$ cat config.mk
export PLATFORM = sky130hd
export DESIGN_NAME = uart_rx_checked_flat
export DESIGN_NICKNAME = d
export VERILOG_FILES = /design/src/rtl/uart_rx_checked_if.sv /design/src/rtl/uart_rx_checked.sv /design/src/flat_wrapper.sv
export SDC_FILE = /design/constraint.sdc
export NUM_CORES = 1
export LEC_CHECK = 0
export CAP_MARGIN = 10
export CORE_ASPECT_RATIO = 0.5
export CORE_MARGIN = 2
export CORE_UTILIZATION = 50
export CTS_CLUSTER_SIZE = 14
export DETAILED_ROUTE_END_ITERATION = 12
export GPL_TIMING_DRIVEN = 0
export MAX_ROUTING_LAYER = met4
export PLACE_DENSITY = 0.75
export SYNTH_ARGS = -nofsm -noshare
export SYNTH_HDL_FRONTEND = slang
export SYNTH_SLANG_ARGS = --single-unit
$ cat constraint.sdc
create_clock -name i_Clock -period 2.6 [get_ports i_Clock]
set_input_delay 0.39 -clock i_Clock [delete_from_list [all_inputs] [get_ports i_Clock]]
set_output_delay 0.39 -clock i_Clock [all_outputs]
set_load 0.05 [all_outputs]
$ cat src/rtl/uart_rx_checked_if.sv
// Byte-side outputs of the hardened UART receiver.
// master drives them, slave consumes them.
interface uart_rx_checked_if;
  logic       o_RX_DV;
  logic [7:0] o_RX_Byte;
  logic       o_Frame_Err;
  logic       o_RX_Busy;

  modport master (
    output o_RX_DV,
    output o_RX_Byte,
    output o_Frame_Err,
    output o_RX_Busy
  );

  modport slave (
    input o_RX_DV,
    input o_RX_Byte,
    input o_Frame_Err,
    input o_RX_Busy
  );
endinterface

$ cat src/rtl/uart_rx_checked.sv
// Hardened 8N1 UART receiver: synchronized input, start-glitch
// rejection, framing-error pulse and break hold-off.
module uart_rx_checked #(
  parameter int CLKS_PER_BIT = 217
) (
  input  logic i_Clock,
  input  logic i_Rst_L,
  input  logic i_RX_Serial,
  uart_rx_checked_if.master rx_bus
);

  localparam int CW = $clog2(CLKS_PER_BIT);
  localparam logic [CW-1:0] LAST = CW'(CLKS_PER_BIT - 1);
  localparam logic [CW-1:0] HALF = CW'((CLKS_PER_BIT - 1) / 2);

  localparam logic [2:0] S_IDLE  = 3'd0;
  localparam logic [2:0] S_START = 3'd1;
  localparam logic [2:0] S_DATA  = 3'd2;
  localparam logic [2:0] S_STOP  = 3'd3;
  localparam logic [2:0] S_BREAK = 3'd4;

  logic          rx_meta;
  logic          rx_sync;
  logic          rx_prev;
  logic [2:0]    state;
  logic [CW-1:0] cnt;
  logic [2:0]    bit_idx;
  logic [7:0]    shreg;
  logic [7:0]    rx_byte;
  logic          rx_dv;
  logic          frame_err;

  always_ff @(posedge i_Clock or negedge i_Rst_L) begin
    if (!i_Rst_L) begin
      rx_meta   <= 1'b1;
      rx_sync   <= 1'b1;
      rx_prev   <= 1'b1;
      state     <= S_IDLE;
      cnt       <= '0;
      bit_idx   <= '0;
      shreg     <= '0;
      rx_byte   <= '0;
      rx_dv     <= 1'b0;
      frame_err <= 1'b0;
    end else begin
      rx_meta   <= i_RX_Serial;
      rx_sync   <= rx_meta;
      rx_prev   <= rx_sync;
      rx_dv     <= 1'b0;
      frame_err <= 1'b0;
      unique case (state)
        S_IDLE: begin
          if (rx_prev && !rx_sync) begin
            state <= S_START;
            cnt   <= '0;
          end
        end
        S_START: begin
          if (cnt == HALF) begin
            cnt <= '0;
            // a start bit that is high again by mid-bit was noise
            if (!rx_sync) begin
              state   <= S_DATA;
              bit_idx <= '0;
            end else begin
              state <= S_IDLE;
            end
          end else begin
            cnt <= cnt + 1'b1;
          end
        end
        S_DATA: begin
          if (cnt == LAST) begin
            cnt            <= '0;
            shreg[bit_idx] <= rx_sync;
            if (bit_idx == 3'd7) state <= S_STOP;
            else bit_idx <= bit_idx + 1'b1;
          end else begin
            cnt <= cnt + 1'b1;
          end
        end
        S_STOP: begin
          if (cnt == LAST) begin
            cnt <= '0;
            if (rx_sync) begin
              rx_byte <= shreg;
              rx_dv   <= 1'b1;
              state   <= S_IDLE;
            end else begin
              frame_err <= 1'b1;
              state     <= S_BREAK;
            end
          end else begin
            cnt <= cnt + 1'b1;
          end
        end
        S_BREAK: begin
          // wait out a held-low line instead of decoding 0x00 frames
          if (rx_sync) state <= S_IDLE;
        end
        default: begin
          state <= S_IDLE;
          cnt   <= '0;
        end
      endcase
    end
  end

  assign rx_bus.o_RX_DV     = rx_dv;
  assign rx_bus.o_RX_Byte   = rx_byte;
  assign rx_bus.o_Frame_Err = frame_err;
  assign rx_bus.o_RX_Busy   = (state != S_IDLE);

endmodule
$ cat src/flat_wrapper.sv
// flat-port wrapper written by rule: the top's interface ports become plain ports
module uart_rx_checked_flat 
#(
  parameter int CLKS_PER_BIT = 217
)
  (i_Clock, i_Rst_L, i_RX_Serial, rx_bus_o_RX_DV, rx_bus_o_RX_Byte, rx_bus_o_Frame_Err, rx_bus_o_RX_Busy);
  uart_rx_checked_if rx_bus_i ();
  input  logic i_Clock;
  input  logic i_Rst_L;
  input  logic i_RX_Serial;
  output wire logic [$bits(rx_bus_i.o_RX_DV)-1:0] rx_bus_o_RX_DV;
  output wire logic [$bits(rx_bus_i.o_RX_Byte)-1:0] rx_bus_o_RX_Byte;
  output wire logic [$bits(rx_bus_i.o_Frame_Err)-1:0] rx_bus_o_Frame_Err;
  output wire logic [$bits(rx_bus_i.o_RX_Busy)-1:0] rx_bus_o_RX_Busy;
  assign rx_bus_o_RX_DV = rx_bus_i.o_RX_DV;
  assign rx_bus_o_RX_Byte = rx_bus_i.o_RX_Byte;
  assign rx_bus_o_Frame_Err = rx_bus_i.o_Frame_Err;
  assign rx_bus_o_RX_Busy = rx_bus_i.o_RX_Busy;
  uart_rx_checked #(.CLKS_PER_BIT(CLKS_PER_BIT)) u_core (.i_Clock(i_Clock), .i_Rst_L(i_Rst_L), .i_RX_Serial(i_RX_Serial), .rx_bus(rx_bus_i));
endmodule
==> qor.txt <==
vias in the first global route - 1176
Synth Area in Adders - 0.0293
router iterations before antenna repair - 4
Final min period - 2.45 ns
total negative slack - 0 ns
drt wl/cell - 14.1 um
RSZ-0062 raised after global routing - no
Max Clk Rate - 0.408 GHz
Routed Antenna Nets - 0
IO Port Bufs - 13
Sequential Area - 880 sq um
largest net degree at the start of global routing - 36
Top FF cell, synth - dfrtp_1
Max Cap Viol - 0
slowest CP cell - clkdlybuf4s50_1
Post-CTS Repair Setup Buffers - 0
worst vdd ir - 0.345 mV
die height - 45.3 um
LEAKAGE - 0.919 nW
Area Overhead vs Synth - 18.0%
Root Buffer - clkbuf_8
cts hold-fix bufs - 0
Fin Hold WS - 0.173 ns
remaining global-route overflow - 0
critical path type - reg2out
CTS-repair resized insts - 0
maximum clock path buffer count - 2
TritonCTS Buffers - 5
Worst Tran Pin Value - 0.886 ns
Worst EP required - 2.21 ns
CP Cell Sequence - clkbuf_1 > or3_1 > clkdlybuf4s50_1
slew margin rel. - 0.404
initial antenna violation count - 0
Die Wd - 86.7 um
post-synthesis cell area - 1710 sq um
DRC - 0
sequential share of the synthesized area - 0.515
Post-synth EDFFs - 0
Post-DP HPWL - 2.01 mm
DR vias - 1219
ANT cells - 0
nets - 172
mux cell area share after synthesis - 0.131
CTS H-tree lvls - 2
RR Startpoint - u_core.cnt[0]
core area - 3140 sq um
syn avg cell area - 11.8 sq um
final worst-path cycle share - 0.943
first-pass GRT wire length - 5.18 mm
combinational share of power - 0.247
synth warn - 0
Clock Pin Slew Worst Setup and Hold Paths - 0.07 ns
Cell variety after synth - 42
R2R cell count - 6
clock skew - 0.00697 ns
Iteration-0 DRC Markers - 39
Startpoint Class - register
Total Die Area - 3930 sq um
Async SR Flop Fraction - 1.00
compound-cell area share of the yosys netlist - 0.108
final wirelength - 2.91 mm
Crit path max-delay family - buffers and inverters
Sw Ratio - 0.307
crit end category - primary output
row count - 14
Yosys reg bits - 35
R2R setup slack - 0.60 ns
worst skew pair latency - 0.28 ns
syn_nets - 152
Pwr Density - 806 nW/um^2
Total Routing Usage GR - 0.180
register share of total power - 0.400
Post-Syn Instances - 145
status - completed
area of the multi-input gates - 779 sq um
Hold WC Path Type - in2async
Top Ports - 14
# clock sinks - 35
Pins Over Slew Limit - 0
Initial Util - 0.545
largest family of logic cells by synthesized area - simple AND/OR/NAND/NOR gates
final setup fails - 0
fillcell total - 244
CP max stage delay - 0.70 ns
simple logic cell fraction of the synthesized area - 0.188
detail-routed via count per cell - 5.92
fraction of layout cells with a size suffix above 1 - 0.133
CP Data Arrival Time - 2.06 ns
CP bufs+invs - 2
area share of xor/xnor cells in the synthesized design - 0
clock network power share - 0.353
CTS tree - built
FF-to-FF End - u_core.bit_idx[1]
gpl congestion - 0.819
Internal Power - 1.13 mW
switching pwr - 499 uW
Final Hold Fails - 0
Max FO, Critical Path - 10
-- cells in the mapped netlist (all sizes together) (3+ instances only) --
library cell | n | share of area
a211oi | 3 | 0.013
a21oi | 6 | 0.018
a221o | 4 | 0.023
buf | 5 | 0.018
clkbuf | 3 | 0.0066
dfrtp | 32 | 0.47
dfstp | 3 | 0.046
ha | 4 | 0.029
mux2 | 19 | 0.13
nand2 | 6 | 0.013
nand2b | 3 | 0.011
nand3 | 6 | 0.018
nand4b | 6 | 0.031
nor2 | 7 | 0.015
nor2b | 5 | 0.018
nor4b | 3 | 0.023
o21ai | 4 | 0.012
-- placed cells by master (no fill, tap or decap), drive strengths merged, types with 4 or more instances in the layout --
cell           netlist  final
ha                   4      4
nor2b                5      5
buf                  5      6
clkbuf               3      9
a221o                4      4
nor2                 7      7
nand3                6      6
nand4b               6      6
clkdlybuf4s50        0     12
a21oi                6      6
dfrtp               32     32
o21ai                4      4
nand2                6      6
mux2                19     19
-- cell families (layout without fill, tap and decap cells) --
group	Yosys count	after routing
compound gates	26	26
buf+inv	10	31
fa+ha+maj	4	4
simple gates	50	50
flops	35	35
mux	20	20
-- final cells by class --
cell class,instances,area share
tap,40,0.0248
buffer,8,0.0205
clock buffer,6,0.0360
inverter,2,0.00372
timing repair buffer,13,0.0621
sequential,35,0.436
multi-input combinational,100,0.387
clock inverter,2,0.0298
-- power groups by stage --
| stage | Sequential, mW | Combinational, mW | Clock, mW |
|---|---|---|---|
| finish | 0.650 | 0.402 | 0.573 |
| global route | 0.661 | 0.449 | 0.604 |
| CTS | 0.649 | 0.404 | 0.577 |
| detailed placement | 0.658 | 0.400 | 0 |
| global placement | 0.656 | 0.388 | 0 |
| floorplan | 0.642 | 0.307 | 0 |
-- state kept, by name, indices dropped and copies added (netlist names) --
name	cells
u_core.bit_idx	3
u_core.cnt	8
u_core.rx_bus.o_Frame_Err	1
u_core.rx_bus.o_RX_Byte	8
u_core.rx_bus.o_RX_DV	1
u_core.rx_meta	1
u_core.rx_prev	1
u_core.rx_sync	1
u_core.shreg	8
u_core.state	3
-- worst max path at each step --
stage	from	to	cells after the start
2_1_floorplan	u_core.cnt[0]	u_core.bit_idx[1]	6
3_3_place_gp	i_Rst_L	u_core.rx_bus.o_RX_DV	1
3_5_place_dp	u_core.state[0]	rx_bus_o_RX_Busy	3
4_1_cts	u_core.state[0]	rx_bus_o_RX_Busy	3
5_1_grt	u_core.state[0]	rx_bus_o_RX_Busy	3
6_report	u_core.state[0]	rx_bus_o_RX_Busy	3
-- through the flow --
step | cell area [sq um] | setup slack [ns] | std cells | utilization | total power, mW
global route | 2020 | 0.0494 | 206 | 0.643 | 1.71
CTS | 2020 | 0.150 | 206 | 0.643 | 1.63
floorplan | 1710 | 0.859 | 145 | - | 0.948
detailed placement | 1880 | 0.453 | 198 | 0.601 | 1.06
global placement | 1890 | 0.422 | 198 | 0.602 | 1.04
finish | 2020 | 0.149 | 206 | 0.643 | 1.62
-- per-layer routing --
metal	global-route usage	share of wire	wire length [um]	vias to the layer above
met5	-	0	0	-
met4	0.0594	0.014	40	0
met3	0.0567	0.045	132	4
met2	0.300	0.47	1370	29
met1	0.214	0.47	1370	604
li1	-	-	-	582
(Power assumes the default switching activity.)
